<file path="config.mk">
export PLATFORM = sky130hd
export DESIGN_NAME = mult_div_flat
export DESIGN_NICKNAME = d
export VERILOG_FILES = /design/src/rtl/mult_div_if.sv /design/src/rtl/mult_div.sv /design/src/flat_wrapper.sv
export SDC_FILE = /design/constraint.sdc
export NUM_CORES = 1
export LEC_CHECK = 0
export ABC_AREA = 1
export CORE_ASPECT_RATIO = 2
export CORE_MARGIN = 2
export CORE_UTILIZATION = 40
export CTS_CLUSTER_DIAMETER = 80
export DETAILED_ROUTE_END_ITERATION = 7
export SYNTH_ARGS = -nofsm -noshare
export SYNTH_HDL_FRONTEND = slang
export SYNTH_SLANG_ARGS = --single-unit
</file>
<file path="constraint.sdc">
create_clock -name clock -period 4.85 [get_ports clock]
set_input_delay 0.97 -clock clock [delete_from_list [all_inputs] [get_ports clock]]
set_output_delay 0.97 -clock clock [all_outputs]
set_load 0.03 [all_outputs]
</file>
<file path="src/rtl/mult_div_if.sv">
// Operand/result bundle between the EX stage and the iterative multiply/divide unit.
// The pipeline side is the master; the multiply/divide unit is the slave.
interface mult_div_if;
    logic [31:0] A;      // operand A: dividend / multiplicand
    logic [31:0] B;      // operand B: divisor / multiplier
    logic [1:0]  OP;     // 00 MULT, 01 MULTU, 10 DIV, 11 DIVU
    logic        start;  // request, sampled only while idle
    logic [31:0] HI;     // product[63:32] or remainder
    logic [31:0] LO;     // product[31:0] or quotient
    logic        busy;   // unit is not idle; pipeline stalls on it
    logic        done;   // one-cycle pulse when HI/LO hold a new result
    logic        dz;     // divide-by-zero flag, meaningful only with done

    modport master (
        output A, B, OP, start,
        input  HI, LO, busy, done, dz
    );

    modport slave (
        input  A, B, OP, start,
        output HI, LO, busy, done, dz
    );
endinterface

</file>
<file path="src/rtl/mult_div.sv">
// Iterative 32x32 multiply (shift-add) and 32/32 divide (restoring) unit.
// A request latches the operands, spends one CALC cycle forming operand
// magnitudes, then 32 CALC cycles producing one bit each; the sign-corrected
// result is written to HI/LO on the final CALC edge and announced by a
// one-cycle DONE state. A divide by zero skips CALC and only raises dz.
module mult_div (
    input  logic       clock,
    input  logic       reset,
    mult_div_if.slave  bus
);

    typedef enum logic [1:0] {
        IDLE = 2'd0,
        CALC = 2'd1,
        DONE = 2'd2
    } state_t;

    state_t      state_q;
    logic [4:0]  cnt_q;       // iteration counter, 0..31
    logic        prep_q;      // first CALC cycle: form magnitudes
    logic [31:0] a_q;         // latched operand A
    logic [31:0] b_q;         // latched operand B
    logic [1:0]  op_q;        // latched operation
    logic [31:0] ma_q;        // |A| (multiplicand) or unused for divide
    logic [31:0] mb_q;        // |B| (divisor) or unused for multiply
    logic [63:0] acc_q;       // mul: {partial product, multiplier}; div: {remainder, quotient}
    logic [31:0] hi_q;
    logic [31:0] lo_q;
    logic        dz_q;

    // Operation decode and operand magnitudes of the latched operands
    logic        is_div;
    logic        a_neg;
    logic        b_neg;
    logic [31:0] a_mag;
    logic [31:0] b_mag;

    // One iteration step and the sign-corrected final result
    logic [32:0] mul_sum_d;
    logic [63:0] mul_acc_d;
    logic [32:0] div_shift_d;
    logic [32:0] div_diff_d;
    logic        div_ge;
    logic [63:0] div_acc_d;
    logic [63:0] step_acc_d;
    logic [63:0] prod_d;
    logic [31:0] hi_d;
    logic [31:0] lo_d;

    // Decode the latched operation and derive operand magnitudes
    always_comb begin
        is_div = op_q[1];
        // Signed forms (MULT, DIV) have op_q[0] == 0
        a_neg  = ~op_q[0] & a_q[31];
        b_neg  = ~op_q[0] & b_q[31];
        // 0x80000000 negates to itself, which is its correct unsigned magnitude
        a_mag  = a_neg ? (32'd0 - a_q) : a_q;
        b_mag  = b_neg ? (32'd0 - b_q) : b_q;
    end

    // Compute one shift-add or shift-subtract step and the final HI/LO values
    always_comb begin
        // Multiply: add multiplicand into the upper half when the multiplier LSB
        // is set, then shift the whole 65-bit quantity right by one.
        mul_sum_d   = {1'b0, acc_q[63:32]} + (acc_q[0] ? {1'b0, ma_q} : 33'd0);
        mul_acc_d   = {mul_sum_d, acc_q[31:1]};

        // Restoring divide: shift the next dividend bit into the remainder and
        // keep the difference only when it does not go negative.
        div_shift_d = {acc_q[63:32], acc_q[31]};
        div_diff_d  = div_shift_d - {1'b0, mb_q};
        div_ge      = ~div_diff_d[32];
        div_acc_d   = {(div_ge ? div_diff_d[31:0] : div_shift_d[31:0]),
                       acc_q[30:0], div_ge};

        step_acc_d  = is_div ? div_acc_d : mul_acc_d;

        prod_d      = (a_neg ^ b_neg) ? (64'd0 - step_acc_d) : step_acc_d;

        if (is_div) begin
            // Quotient takes the sign of A xor B, remainder the sign of A
            lo_d = (a_neg ^ b_neg) ? (32'd0 - step_acc_d[31:0]) : step_acc_d[31:0];
            hi_d = a_neg ? (32'd0 - step_acc_d[63:32]) : step_acc_d[63:32];
        end else begin
            lo_d = prod_d[31:0];
            hi_d = prod_d[63:32];
        end
    end

    // Control FSM with the operand, accumulator and result registers
    always_ff @(posedge clock or negedge reset) begin
        if (!reset) begin
            state_q <= IDLE;
            cnt_q   <= 5'd0;
            prep_q  <= 1'b0;
            a_q     <= 32'd0;
            b_q     <= 32'd0;
            op_q    <= 2'd0;
            ma_q    <= 32'd0;
            mb_q    <= 32'd0;
            acc_q   <= 64'd0;
            hi_q    <= 32'd0;
            lo_q    <= 32'd0;
            dz_q    <= 1'b0;
        end else begin
            case (state_q)
                IDLE: begin
                    dz_q <= 1'b0;
                    if (bus.start) begin
                        a_q   <= bus.A;
                        b_q   <= bus.B;
                        op_q  <= bus.OP;
                        cnt_q <= 5'd0;
                        if (bus.OP[1] && (bus.B == 32'd0)) begin
                            // Zero divisor: no iteration, HI/LO untouched
                            state_q <= DONE;
                            dz_q    <= 1'b1;
                        end else begin
                            state_q <= CALC;
                            prep_q  <= 1'b1;
                        end
                    end
                end

                CALC: begin
                    if (prep_q) begin
                        // Magnitudes are formed once so every iteration works unsigned
                        ma_q   <= a_mag;
                        mb_q   <= b_mag;
                        acc_q  <= is_div ? {32'd0, a_mag} : {32'd0, b_mag};
                        prep_q <= 1'b0;
                    end else begin
                        acc_q <= step_acc_d;
                        cnt_q <= cnt_q + 5'd1;
                        if (cnt_q == 5'd31) begin
                            hi_q    <= hi_d;
                            lo_q    <= lo_d;
                            state_q <= DONE;
                        end
                    end
                end

                DONE: begin
                    state_q <= IDLE;
                    dz_q    <= 1'b0;
                end

                default: begin
                    state_q <= IDLE;
                    dz_q    <= 1'b0;
                end
            endcase
        end
    end

    // Status and results are decoded straight from registers
    assign bus.HI   = hi_q;
    assign bus.LO   = lo_q;
    assign bus.busy = (state_q != IDLE);
    assign bus.done = (state_q == DONE);
    assign bus.dz   = dz_q;

endmodule

</file>
<file path="src/flat_wrapper.sv">
// flat-port wrapper written by rule: the top's interface ports become plain ports
module mult_div_flat 
  (clock, reset, bus_A, bus_B, bus_OP, bus_start, bus_HI, bus_LO, bus_busy, bus_done, bus_dz);
  mult_div_if bus_i ();
  input  logic clock;
  input  logic reset;
  input wire logic [$bits(bus_i.A)-1:0] bus_A;
  input wire logic [$bits(bus_i.B)-1:0] bus_B;
  input wire logic [$bits(bus_i.OP)-1:0] bus_OP;
  input wire logic [$bits(bus_i.start)-1:0] bus_start;
  output wire logic [$bits(bus_i.HI)-1:0] bus_HI;
  output wire logic [$bits(bus_i.LO)-1:0] bus_LO;
  output wire logic [$bits(bus_i.busy)-1:0] bus_busy;
  output wire logic [$bits(bus_i.done)-1:0] bus_done;
  output wire logic [$bits(bus_i.dz)-1:0] bus_dz;
  assign bus_i.A = bus_A;
  assign bus_i.B = bus_B;
  assign bus_i.OP = bus_OP;
  assign bus_i.start = bus_start;
  assign bus_HI = bus_i.HI;
  assign bus_LO = bus_i.LO;
  assign bus_busy = bus_i.busy;
  assign bus_done = bus_i.done;
  assign bus_dz = bus_i.dz;
  mult_div u_core (.clock(clock), .reset(reset), .bus(bus_i));
endmodule
</file>
---- Word level (Yosys, flattened, before mapping) ----
Cells that the tools add are included.
word-level totals
  register bits ........................... 267
  output and inout bits ................... 67
operators by class
  add/subtract/negate cells ............... 8
  equal/unequal tests ..................... 7
  mux-type cells .......................... 26
  bitwise logic cells ..................... 6
  reduce and logical (&&, ||, !) cells .... 11
operator list
  cell                     count
  $mux W32                 9
  $mux W64                 3
  $sub A1 B32 Y32 const A  4
  $sub A1 B64 Y64 const A  1
  $add A32 B33 Y33         1
  $sub A33 B32 Y33         1
  $logic_not A32 Y1        1
  $reduce_and A3 Y1        4
  $mux W5                  2
  $pmux W5 S2              1
  $mux W2                  4
  $ne A2 B2 Y1 const B     3
  $add A5 B1 Y5 const B    1
  $eq A5 B5 Y1 const B     1
  $mux W1                  4
  $pmux W1 S2              2
  $pmux W2 S2              1
  $reduce_and A2 Y1        2
  $reduce_bool A2 Y1       2
  $not A1 Y1               3
  $and A1 B1 Y1            2
  $eq A2 B1 Y1 const B     1
  $eq A2 B2 Y1 const B     1
  $logic_not A2 Y1         1
  3 further kinds          3

---- Depth between registers and ports, before layout ----
  depth after elaboration ................. 6
  depth in mapped cells ................... 38

---- Least setup slack after synthesis ----
No wires, ideal clock.
  path type ............................... register -> register
  start point ............................. register u_core.acc_q[31]
  end point ............................... register u_core.hi_q[26], in the netlist u_core.bus.HI[26]
  setup time .............................. 0.117 ns
  arrival ................................. 3.760 ns
  data required time ...................... 4.733 ns
  slack ................................... 0.973 ns
  cell stages (with the launch flop) ...... 39
  path buffers ............................ 0
  clock period less this slack ............ 3.877 ns
  path through ............................ dfrtp_1 > inv_1 > ha_1 > fa_1 > inv_1 > nand2_1 > nand2_1 > nand3_1 > nand2_2 > nand2_1 > nand2_2 > nand2_4 > nand2_4 > nand2_4 > nand2_4 > nand2_1 > nand2_2 > ha_1 > (+3 left out) > nor2_1 > nand2_1 > nor2_2 > nand2_2 > nor2_2 > nand3_1 > nor2_2 > nand4_1 > nand2_1 > nand2_1 > a21oi_1 > nand2_1 > inv_2 > nand2_1 > nand2_1 > nand2_1 > nand3_1 > nand2_1
between the ends
  cells in the longest elaborated chain, start to end .. 6
RTL lines
  item                                                       RTL line                        text
  from (decl)                                                mult_div.sv:26                  logic [63:0] acc_q;
  from (signal assigned)                                     mult_div.sv:130                 acc_q <= is_div ? {32'd0, a_mag} : {32'd0, b_mag};
  from (signal assigned)                                     mult_div.sv:133                 acc_q <= step_acc_d;
  $sub A33 B32 Y33                                           mult_div.sv:71                  div_diff_d = div_shift_d - {1'b0, mb_q};
  $mux W32 / $not A1 Y1 (equally long branches)              mult_div.sv:73, mult_div.sv:72
  $mux W64 (*)                                               mult_div.sv:76                  step_acc_d = is_div ? div_acc_d : mul_acc_d;
  $sub A1 B64 Y64 / $sub A1 B32 Y32 (equally long branches)  mult_div.sv:78, mult_div.sv:83
  $mux W64 / $mux W32 (equally long branches)                mult_div.sv:78, mult_div.sv:83
  $mux W32 (*)                                               mult_div.sv:80                  if (is_div) begin
  to (signal assigned)                                       mult_div.sv:136                 hi_q <= hi_d;
  to (decl)                                                  mult_div.sv:27                  logic [31:0] hi_q;
Mark *: on every way between the ends. The rest lies on a longest branch, timed or not.
A chain may end at the register's enable or synchronous reset.

---- Worst setup path in the final report ----
  start point ............................. register u_core.acc_q[31]
  end point ............................... register u_core.hi_q[28], in the netlist u_core.bus.HI[28]
Same word-level chain as after synthesis.

==> run metrics <==
Worst Setup End Kind=register; Die X=163 µm; top_reg_cell synth=dfrtp_1; Synth cell types=between 50 and 60; Area Overhead vs Synth=15.9%; Worst Skew=approximately 0.03 ns; Mapped Cells=3119; root buf cell=clkbuf_16; synth warn=0; Final Util=roughly 47%; worst r2r src=u_core.acc_q[31]$_DFFE_PN0P_; initial DRC count=1483; HP Class=input port to async pin; number of enable flip-flop cells after synthesis=0; CTS clk-pin slew, worst paths=0.07 ns; required time of the worst setup path=around 5.3 ns; Final Hold Fails=0; HPWL Detailed=between 70000 and 80000 µm; CTS H-tree depth=1; max cap viols=0; Slew headroom=between 10% and 20%; Period minus WS final=4.51 ns; CTS sink count=between 200 and 300; Worst Path Arrival=around 5 ns; fmax=about 220 MHz; CP startpoint=u_core.acc_q[31]$_DFFE_PN0P_; number of global-route vias before repair=21106; # rows=around 120; max layer used=met4; Die Y=323 µm; Clock Latency Late Sink=between 0.5 and 0.6 ns; Buffers on Ports=~140; DRT met1 WL=~28000 µm; final worst-path cycle share=between 90% and 100%; Syn Area/Cell=around 6.5 µm²; async set-reset flop share out of synthesis=between 90% and 100%; Post-Syn Nets=about 3300; # IOs=roughly 140; TritonRoute pass-1 iters=8; drt total wl=about 86000 µm; pre-CTS WS=around 0.25 ns; Crit Path Class=register to register; DRC viols=0; largest net degree at the start of global routing=~110; CP max FO=4; post-route ant nets=0; antenna violations before repair=1; Final Slew Violations=0; CTS Buf Count=26; flops & latches, synth=about 270; CTS tree=done; CORE AREA=around 50000 µm²; WL per Instance=about 22 µm; metal3 WL=~3200 µm; post-route design area=23500 µm²; die area=about 53000 µm²; GRT Residual Overflow=0; share of cells above drive strength 1=under 10%; Startpoint Class=register; GP Congestion=~1.0; global-route usage over all layers=roughly 33%; CP dominant cell by count=nand2_1; first-pass GRT wire length=around 130000 µm; filler cell count in the final layout=between 5000 and 6000; Starting Density=about 40%; slowest stage delay, CP=about 0.37 ns; Final WS setup=~0.34 ns; Max clock buf depth=3; register area=approximately 6700 µm²; number of hold buffers added after CTS=0; Worst-Margin Slew=around 1.2 ns; Cell Area, Placed=22500 µm²; CP max-delay cell=fa_2; mapped cell area=around 20000 µm²; status=completed; setup violators final=0; post-synthesis sequential area ratio=32.9%; Via-to-Cell Ratio=approximately 5.4; routed wl met2=between 40000 and 50000 µm; nets=3381; via count=between 20000 and 25000; area of the multi-input gates=approximately 12000 µm²; hold slack=~0.45 ns
[cell families after synthesis]
logic type,after synthesis,synth area share (%)
XOR/XNOR,109,4.71
AO/OA/AOI/OAI,485,13.1
adder cells (fa/ha/maj),72,4.51
buffers and inverters,506,9.69
flip-flops,267,32.9
AND/OR/NAND/NOR,1680,35.0
[state kept, by name (all words and copies together) (netlist names), 2 cells and up]
name / count
u_core.a_q: 32
u_core.ma_q: 32
u_core.state_q: 2
u_core.mb_q: 32
u_core.bus.LO: 32
u_core.op_q: 2
u_core.acc_q: 64
u_core.cnt_q: 5
u_core.b_q: 32
u_core.bus.HI: 32
[synth_stat cells (3+ instances only)]
library cell / count / share of area (%)
nand2_1: 1037 / 19
inv_1: 382 / 7.1
o21ai_0: 285 / 7.0
nor2_1: 277 / 5.1
dfrtp_1: 267 / 33
nand3_1: 189 / 4.7
a21oi_1: 90 / 2.2
xor2_1: 87 / 3.8
clkbuf_1: 71 / 1.3
ha_1: 70 / 4.3
nand2_2: 37 / 1.1
nand4_1: 30 / 0.93
a22oi_1: 29 / 1.1
nor3_1: 28 / 0.69
xnor2_1: 22 / 0.95
inv_2: 19 / 0.35
o21ai_1: 19 / 0.47
buf_2: 18 / 0.44
nor2_2: 18 / 0.56
nand3b_1: 15 / 0.56
o22ai_1: 11 / 0.34
nor4_1: 10 / 0.31
o21bai_1: 10 / 0.37
nand2_4: 8 / 0.44
nor2_4: 8 / 0.44
o211ai_1: 8 / 0.30
nand3_2: 6 / 0.30
or2_2: 6 / 0.19
a21oi_2: 5 / 0.22
a31oi_1: 5 / 0.15
buf_1: 5 / 0.093
buf_4: 4 / 0.15
buf_6: 4 / 0.22
o21a_1: 4 / 0.15
a21o_1: 3 / 0.11
clkinv_1: 3 / 0.055
o21ai_2: 3 / 0.13
o221ai_1: 3 / 0.13
[placed cells by master (no fill, tap or decap), types with 7 or more instances in the layout]
master / Yosys / layout
ha_1: 70 / 69
clkdlybuf4s50_1: 0 / 134
nor2_2: 18 / 20
clkbuf_16: 0 / 27
xnor2_1: 22 / 22
nor3_1: 28 / 28
nand3_2: 6 / 7
nor4_1: 10 / 9
buf_4: 4 / 54
o21bai_1: 10 / 9
dfrtp_1: 267 / 266
nand4_1: 30 / 30
o21ai_0: 285 / 284
a22oi_1: 29 / 29
o211ai_1: 8 / 8
inv_1: 382 / 382
nor2_1: 277 / 271
nand3_1: 189 / 188
nand2_4: 8 / 8
xor2_1: 87 / 87
o21ai_1: 19 / 18
nor2_4: 8 / 12
nand2_1: 1037 / 1034
nand2_2: 37 / 40
inv_2: 19 / 19
a21oi_1: 90 / 89
o22ai_1: 11 / 11
nand3b_1: 15 / 15
[path summary, 6_finish.rpt]
kind / endpoint / slack (ns) / cells after the start
max: u_core.bus.HI[28]$_DFFE_PN0P_ / 0.34 / 38
min: u_core.b_q[16]$_DFFE_PN0P_ / 0.45 / 1
max reg2reg: u_core.bus.HI[28]$_DFFE_PN0P_ / 0.34 / 38
min reg2reg: u_core.bus.HI[30]$_DFFE_PN0P_ / 0.48 / 2
max in group asynchronous: u_core.bus.HI[25]$_DFFE_PN0P_ / 3.34 / 2
min in group clock: u_core.bus.HI[30]$_DFFE_PN0P_ / 0.48 / 2
[critical path, delay by kind of cell (launching register included)]
kind / cells / cell delay (ns)
simple gates: 29 / 2.76
fa+ha+maj: 3 / 0.73
flops: 1 / 0.33
buf+inv: 4 / 0.33
compound gates: 2 / 0.26
[cell type report]
type | instances | area share (%)
Sequential cell | 267 | 28.4
Antenna cell | 1 | 0.0106
Tap cell | 649 | 3.45
Clock buffer | 39 | 3.32
Multi-Input combinational cell | 2346 | 49.9
Inverter | 404 | 6.45
Clock inverter | 9 | 0.447
Timing Repair Buffer | 195 | 8.01
[routing by layer]
metal  track usage [%]  vias up
li1                  -    10150
met1              32.1     9789
met2              59.9      746
met3              2.74      269
met4              31.2        0
met5                 0        -
[through the flow]
stage,setup TNS [ns],cells
6_report,0,3910
5_1_grt,-0.0294,3910
4_1_cts,0,3906
3_5_place_dp,0,3858
3_3_place_gp,0,3858
2_1_floorplan,0,3119
[what timing repair did]
action                                  CTS  global route
hold endpoints to repair                  0             0
buffers inserted                          0             3
gates resized for setup                   0            13
endpoints found under the setup margin    0            13
Power is not shown: default switching activity piles up to over one toggle a cycle in this logic, so the estimate is an artifact.
